<file path="src/rtl/bpu_update_arbiter.sv">
// bpu_update_arbiter: queues BHT/BTB training requests from two branch units and drains
// one per cycle into the single-ported BPU arrays, after an initial BTB valid-bit sweep.
//   clock, reset                 clock, asynchronous active-high reset
//   req0_*/req1_*                training requests (valid, index, sel, inc, btb_we, target)
//   fetch_rd_busy                fetch is reading the arrays; blocks sweep and drain
//   flush                        discard all queued entries (RUN only)
//   upd_ready                    both request ports can be accepted this cycle
//   init_done                    BTB sweep complete
//   bht_*                        registered BHT write port
//   btb_*                        registered BTB write port
//   drop_cnt                     saturating count of dropped requests
module bpu_update_arbiter #(
    parameter int DEPTH = 8,
    parameter int SETS  = 512,
    parameter int IDX_W = 9
) (
    input  logic             clock,
    input  logic             reset,
    input  logic             req0_valid,
    input  logic [IDX_W-1:0] req0_index,
    input  logic [1:0]       req0_sel,
    input  logic             req0_inc,
    input  logic             req0_btb_we,
    input  logic [31:0]      req0_target,
    input  logic             req1_valid,
    input  logic [IDX_W-1:0] req1_index,
    input  logic [1:0]       req1_sel,
    input  logic             req1_inc,
    input  logic             req1_btb_we,
    input  logic [31:0]      req1_target,
    input  logic             fetch_rd_busy,
    input  logic             flush,
    output logic             upd_ready,
    output logic             init_done,
    output logic             bht_write_enable,
    output logic             bht_valid_in,
    output logic [IDX_W-1:0] bht_write_index,
    output logic [1:0]       bht_write_counter_select,
    output logic             bht_write_inc,
    output logic             bht_write_dec,
    output logic             btb_ce,
    output logic             btb_we,
    output logic [128:0]     btb_wmask,
    output logic [128:0]     btb_din,
    output logic [IDX_W-1:0] btb_write_index,
    output logic [15:0]      drop_cnt
);
    localparam int AW = $clog2(DEPTH);

    typedef enum logic {INIT, RUN} state_t;

    typedef struct packed {
        logic [IDX_W-1:0] idx;
        logic [1:0]       sel;
        logic             inc;
        logic             bwe;
        logic [31:0]      tgt;
    } entry_t;

    state_t           state;
    entry_t           mem [DEPTH];
    entry_t           e0, e1, head;
    logic [AW:0]      wr_ptr, rd_ptr, count, wr1;
    logic [IDX_W-1:0] sweep;
    logic             run, empty, push0, push1, pop, btb_w;
    logic [127:0]     slot_mask, slot_data;
    logic [16:0]      drop_sum;

    assign e0        = {req0_index, req0_sel, req0_inc, req0_btb_we, req0_target};
    assign e1        = {req1_index, req1_sel, req1_inc, req1_btb_we, req1_target};
    assign run       = state == RUN;
    assign count     = wr_ptr - rd_ptr;
    assign empty     = wr_ptr == rd_ptr;
    assign upd_ready = run && count <= (AW+1)'(DEPTH - 2);
    // pushes that coincide with a flush are thrown away, so they never touch the FIFO
    assign push0     = upd_ready & ~flush & req0_valid;
    assign push1     = upd_ready & ~flush & req1_valid;
    // req1 lands behind req0 when both are pushed together
    assign wr1       = wr_ptr + (AW+1)'(push0);
    assign pop       = run & ~empty & ~fetch_rd_busy & ~flush;
    assign head      = mem[rd_ptr[AW-1:0]];
    assign slot_mask = {96'd0, 32'hFFFF_FFFF} << {head.sel, 5'd0};
    assign slot_data = {96'd0, head.tgt} << {head.sel, 5'd0};
    // INIT owns the BTB port for the sweep; RUN writes it only for entries carrying a target
    assign btb_w     = run ? pop & head.bwe : ~fetch_rd_busy;
    assign drop_sum  = {1'b0, drop_cnt} + 17'(req0_valid & ~upd_ready) + 17'(req1_valid & ~upd_ready);

    always_ff @(posedge clock) begin
        if (push0) mem[wr_ptr[AW-1:0]] <= e0;
        if (push1) mem[wr1[AW-1:0]] <= e1;
    end

    always_ff @(posedge clock or posedge reset) begin
        if (reset) begin
            state                    <= INIT;
            sweep                    <= '0;
            wr_ptr                   <= '0;
            rd_ptr                   <= '0;
            init_done                <= 1'b0;
            bht_write_enable         <= 1'b0;
            bht_valid_in             <= 1'b0;
            bht_write_index          <= '0;
            bht_write_counter_select <= '0;
            bht_write_inc            <= 1'b0;
            bht_write_dec            <= 1'b0;
            btb_ce                   <= 1'b0;
            btb_we                   <= 1'b0;
            btb_wmask                <= '0;
            btb_din                  <= '0;
            btb_write_index          <= '0;
            drop_cnt                 <= '0;
        end else begin
            wr_ptr                   <= wr_ptr + (AW+1)'(push0) + (AW+1)'(push1);
            rd_ptr                   <= (run & flush) ? wr_ptr : rd_ptr + (AW+1)'(pop);
            init_done                <= run;
            bht_write_enable         <= pop;
            bht_valid_in             <= pop;
            bht_write_index          <= pop ? head.idx : '0;
            bht_write_counter_select <= pop ? head.sel : '0;
            bht_write_inc            <= pop & head.inc;
            bht_write_dec            <= pop & ~head.inc;
            btb_ce                   <= btb_w;
            btb_we                   <= btb_w;
            btb_write_index          <= btb_w ? (run ? head.idx : sweep) : '0;
            btb_wmask                <= btb_w ? (run ? {1'b1, slot_mask} : '1) : '0;
            btb_din                  <= (btb_w & run) ? {1'b1, slot_data} : '0;
            drop_cnt                 <= drop_sum[16] ? 16'hFFFF : drop_sum[15:0];
            if (!run && !fetch_rd_busy) begin
                sweep <= sweep + IDX_W'(1);
                if (sweep == IDX_W'(SETS - 1)) state <= RUN;
            end
        end
    end
endmodule

</file>
<file path="config.mk">
export PLATFORM = sky130hd
export DESIGN_NAME = bpu_update_arbiter
export DESIGN_NICKNAME = d
export VERILOG_FILES = /design/src/rtl/bpu_update_arbiter.sv
export SDC_FILE = /design/constraint.sdc
export NUM_CORES = 1
export LEC_CHECK = 0
export ABC_AREA = 1
export ABC_CLOCK_PERIOD_IN_PS = 8650
export CAP_MARGIN = 25
export CORE_ASPECT_RATIO = 1.25
export CORE_MARGIN = 2
export CORE_UTILIZATION = 29
export CTS_BUF_LIST = sky130_fd_sc_hd__clkbuf_8 sky130_fd_sc_hd__clkbuf_16
export CTS_CLUSTER_DIAMETER = 80
export CTS_CLUSTER_SIZE = 24
export DETAILED_ROUTE_END_ITERATION = 16
export PLACE_DENSITY = 0.51
export SKIP_LAST_GASP = 1
export SYNTH_ARGS = -nofsm -noshare
export SYNTH_HDL_FRONTEND = slang
export SYNTH_SLANG_ARGS = --single-unit
</file>
<file path="constraint.sdc">
create_clock -name clock -period 8.65 [get_ports clock]
set_input_delay 1.73 -clock clock [delete_from_list [all_inputs] [get_ports clock]]
set_output_delay 1.73 -clock clock [all_outputs]
set_load 0.05 [all_outputs]
</file>
* Yosys cells after proc, flatten, opt, wreduce, memory -nomap -nowiden *
Memory sizes are Yosys's and may differ from the RTL's.
Cells that the tools add are included.

operators by class
  eq/ne operators = 2
  shift-type cells = 2
  bitwise gates (word level) = 18
  reduce and logical (&&, ||, !) cells = 5
  add/subtract/negate cells = 7
  mux-type cells = 14
  magnitude comparators = 1

operators by type and width
  operator                                                                           count
  129-bit 2-to-1 mux                                                                 2
  128-bit 2-to-1 mux                                                                 1
  32-bit by 7-bit left shift with 128-bit output                                     1
  32-bit by 7-bit left shift with 128-bit output (first input constant)              1
  1-bit by 17-bit AND with 17-bit output                                             2
  9-bit 2-to-1 mux                                                                   3
  16-bit by 17-bit adder with 17-bit output                                          1
  17-bit adder                                                                       1
  1-bit inverter with 17-bit output                                                  1
  16-bit 2-to-1 mux                                                                  1
  4-bit by 1-bit adder with 4-bit output                                             3
  1-bit AND                                                                          11
  9-bit by 1-bit adder with 9-bit output (second input constant)                     1
  9-bit == test (second input constant)                                              1
  1-bit 2-to-1 mux                                                                   5
  4-bit == test                                                                      1
  4-bit by 3-bit less-or-equal comparator with 1-bit output (second input constant)  1
  4-bit 2-to-1 mux                                                                   1
  1-bit inverter                                                                     4
  4-bit subtractor                                                                   1
  1-bit logical AND                                                                  2
  1-bit zero test                                                                    2
  2-bit 2-to-1 mux                                                                   1
  2-bit AND reduction                                                                1

storage, ports and cells
  word-level logic and storage cells = 65
  memories kept = 1
  flip-flop bits (word level) = 317
  output and inout bits = 302
  memory bits (writable) = 360

memories
  name  words  bits a word  read ports  clocked after Yosys merged registers in  write ports  line  RTL
  mem   8      45           1           0                                        2            61    entry_t mem [DEPTH];

* Depth between registers and ports, before layout *
  word-level depth = 9
  gate-level depth with buffers = 24

* Least setup slack after synthesis *
No wires, ideal clock.

  path type = input port to flip-flop
  start = in flush
  end = mem mem[2][0] (netlist bit) (enable)
  slack = 3,489 ps
  data arrival time = 4,758 ps
  buffers on the path = 1
  required time = 8,247 ps
  library setup time = 403 ps
  stages = 12
  cell sequence = clkinv_2 -> nand3_1 -> nor2_1 -> ha_1 -> ha_1 -> nand2_1 -> nand2_2 -> nand2_1 -> nor2_2 -> nand4_4 -> buf_6 -> nand2_1

RTL lines
  item             line  RTL
  start, declared  32    input logic flush,
  end, declared    61

==> reports/qor.txt <==
outcome - finished, final reports clean
Lkg Pwr - 0.0135 µW
num rows - 127
Crit Reg-Reg Endpoint - mem[6][10]
count of final setup violators - 0
reg2reg start - wr_ptr[0]
combinational share of power - 47.7%
Placement Setup Slack - 1.87 ns
GPL Wtd Cong - 0.811
core outline area - 95,700 µm²
largest net degree at the start of global routing - 206
CTS buffer count - 31
Hold Buf Count CTS - 0
Post-Synth XOR/XNOR Area - 0.471%
CP max-delay cell - nand4_4
vias - 21,500
synthesized cell area - 27,900 µm²
Mean Syn Cell Area - 8.82 µm²
Netlist cell types - 37
post-synthesis sequential area ratio - 56.0%
CP Cell Sequence - clkdlybuf4s50_1 -> clkinv_2 -> nand3_1 -> nor2_1 -> ha_1 -> ha_1 -> inv_1 -> nand2_1 -> nand2_2 -> inv_2 -> nand2_1 -> nor2_4 -> buf_4 -> nand4_4 -> nand2_2 -> buf_4
NetSw - 4730 µW
post-synthesis simple-gate area fraction - 28.1%
drt first pass iters - 5
CP Buf/Inv Count - 6
P_int - 5220 µW
remaining global-route overflow - 0
Die Span Y - 351 µm
initial antenna violation count - 5
Max VDD drop - 0.000251 V
startpoint types - input pin
fillers - 9,770
commonest non-fill, non-tap cell in the layout - nand2_1
largest family of logic cells by synthesized area - simple AND/OR/NAND/NOR gates
max-slew violations - 0
Max stage delay on crit path - 0.83 ns
top-level port count - 398
Fin Clk Skew - 0.0280 ns
highest net fanout along the worst path - 46
Max Root-Sink Buffers - 3
highest-count cells in the layout ignoring fill and taps - nand2_1, nand3_1, clkdlybuf4s50_1
All-Layer GR Usage - 17.9%
Pwr Total - 9950 µW
area grow syn2layout - 16.3%
WL/cell - 19.9 µm
clock network power share - 18.1%
Antenna Nets Post-Route - 0
Hold Path End - sweep[7]
DRT Wirelength - 90,400 µm
setup slack, reg-to-reg - 2.77 ns
Flop pwr share - 34.2%
layout cells sized above 1 - 4.53%
register bit count reported by yosys - 552
period utilization - 70.4%
CTS tree - yes
worst-case reg-to-reg path depth - 21
mux cell area share after synthesis - 0%
Post-layout nets - 3,329
Slew @ Worst Pin - 1.04 ns
vias in the first global route - 21,100
Worst Hold Launch - sweep[7]
Critical Path AT - 6.38 ns
CTS root buf - clkbuf_16
Sw Share - 47.5%
P per Cell Area - 307 nW/µm²
critical path class - in -> reg
DP HPWL - 55,800 µm
die width - 281 µm
vias per cell - 4.75
cell count after synthesis - 3,164
fmax - 164 MHz
post-synthesis compound-gate area fraction - 4.82%
latest clock arrival within the worst-skew pair - 0.65 ns
unrepaired setup endpoints after global routing - no
Adder-Cell Fraction of Synth Area - 0.682%
CTS Sinks - 552
register area - 15,600 µm²
Synth Net Count - 3,274
Critical Path End Type - register
post-CTS sizing - 0
Setup TNS Final - 0 ns
Ys Warns - 0
DRC viols - 0
MaxCap Viol Count - 0
H-tree depth - 1
hold path cells - 1
die outline area - 98,700 µm²
DR iter-0 viols - 1,587
post-route minimum period - 6.09 ns
Critical Path RT - 8.94 ns
Final WS setup - 2.56 ns
HP Class - reg -> reg
first-pass GRT wire length - 136,000 µm
# port buffers - 397
Crit path max-delay family - simple AND/OR/NAND/NOR gates
Setup Buffers After CTS - 0
Reg clk slew, reported paths - 0.10 ns
Initial Util - 29.2%
count of final hold-check violations - 0
Slew HR - 30.6%
area of the multi-input gates - 9540 µm²
[sequential cells by signal, indices dropped and copies added, names as in the netlist, 2 cells and up]
register	count
drop_cnt	16
sweep	9
mem	360
bht_write_counter_select	2
btb_din	129
wr_ptr	4
btb_wmask	4
rd_ptr	4
btb_write_index	9
bht_write_index	9
[per-stage QoR]
| step | area, µm² | std cells | hold slack [ns] | utilization (%) |
|---|---|---|---|---|
| 2_1_floorplan | 27900 | 3164 | 0.349 | - |
| 3_3_place_gp | 31200 | 4472 | 0.486 | 32.7 |
| 6_report | 32500 | 4536 | 0.495 | 33.9 |
| 4_1_cts | 32400 | 4533 | 0.501 | 33.9 |
| 5_1_grt | 32400 | 4534 | 0.544 | 33.9 |
| 3_5_place_dp | 31300 | 4475 | 0.488 | 32.7 |
[power groups by stage]
| stage | sequential (µW) | clock [µW] | combinational, µW |
|---|---|---|---|
| floorplan | 3770 | 0 | 3000 |
| global placement | 3460 | 0 | 4770 |
| detailed placement | 3470 | 0 | 4810 |
| CTS | 3410 | 1850 | 4830 |
| global route | 3440 | 1930 | 5170 |
| finish | 3400 | 1800 | 4750 |
[metal layers]
layer / GRT usage, % / wire (µm) / vias up
li1: - / - / 10400
met1: 22.1 / 36400 / 10500
met2: 32.9 / 47500 / 556
met3: 1.96 / 4370 / 109
met4: 4.87 / 2120 / 4
met5: 0 / 26 / -
[worst max path at each step]
stage          depth (start not counted)  slack (ns)  startpoint            to
5_1_grt                               16        2.21       flush    mem[6][30]
3_5_place_dp                          16        1.87       flush     mem[6][7]
6_report                              16        2.56       flush    mem[6][10]
3_3_place_gp                          16        1.87       flush     mem[6][7]
4_1_cts                               16        2.57       flush    mem[6][30]
2_1_floorplan                          1        1.69       reset  bht_valid_in
[worst reg2reg max path: cells and delay by family, from the launching register on]
kind | cells | cell delay (ns)
and+or+nand+nor | 11 | 2.34
buffers and inverters | 6 | 1.52
adders and majority gates | 4 | 1.22
DFF | 1 | 0.44
[cells in the mapped netlist]
library cell	n	area, µm²
a21oi_1	3	15.0
a21oi_2	1	8.76
a31oi_1	2	12.5
a31oi_2	1	12.5
buf_1	10	37.5
buf_2	137	686
buf_4	137	1030
buf_6	40	450
clkbuf_1	58	218
clkbuf_2	32	160
clkinv_2	1	5.00
dfrtp_1	192	4800
edfxtp_1	360	10800
fa_1	2	40.0
ha_1	12	150
inv_1	44	165
inv_2	9	33.8
nand2_1	1069	4010
nand2_2	7	43.8
nand3_1	445	2230
nand3_2	1	10.0
nand3b_1	1	7.51
nand4_1	2	12.5
nand4_4	8	170
nor2_1	316	1190
nor2_2	3	18.8
nor2_4	6	67.6
nor2_8	1	20.0
nor3_1	7	35.0
o211ai_1	1	7.51
o21a_1	8	60.1
o21ai_0	159	796
o21ai_1	4	20.0
o22ai_1	66	413
or2_2	4	25.0
xnor2_1	4	35.0
xor2_1	11	96.3
[logic make-up after synthesis]
group | Yosys count
AOI/OAI and AO/OA | 245
xor gates and xnor gates | 15
adders and majority gates | 14
buffers and inverters | 468
DFF | 552
and+or+nand+nor | 1870
[final cells by class]
| class | instances | area share, % |
|---|---|---|
| timing repair buffer | 436 | 13.4 |
| multi-input combinational | 2144 | 29.4 |
| inverter | 54 | 0.659 |
| antenna | 2 | 0.0154 |
| sequential | 552 | 48.1 |
| clock inverter | 20 | 0.598 |
| tap | 1290 | 4.97 |
| clock buffer | 38 | 2.83 |
No activity file was read; power rests on OpenSTA's default activity.
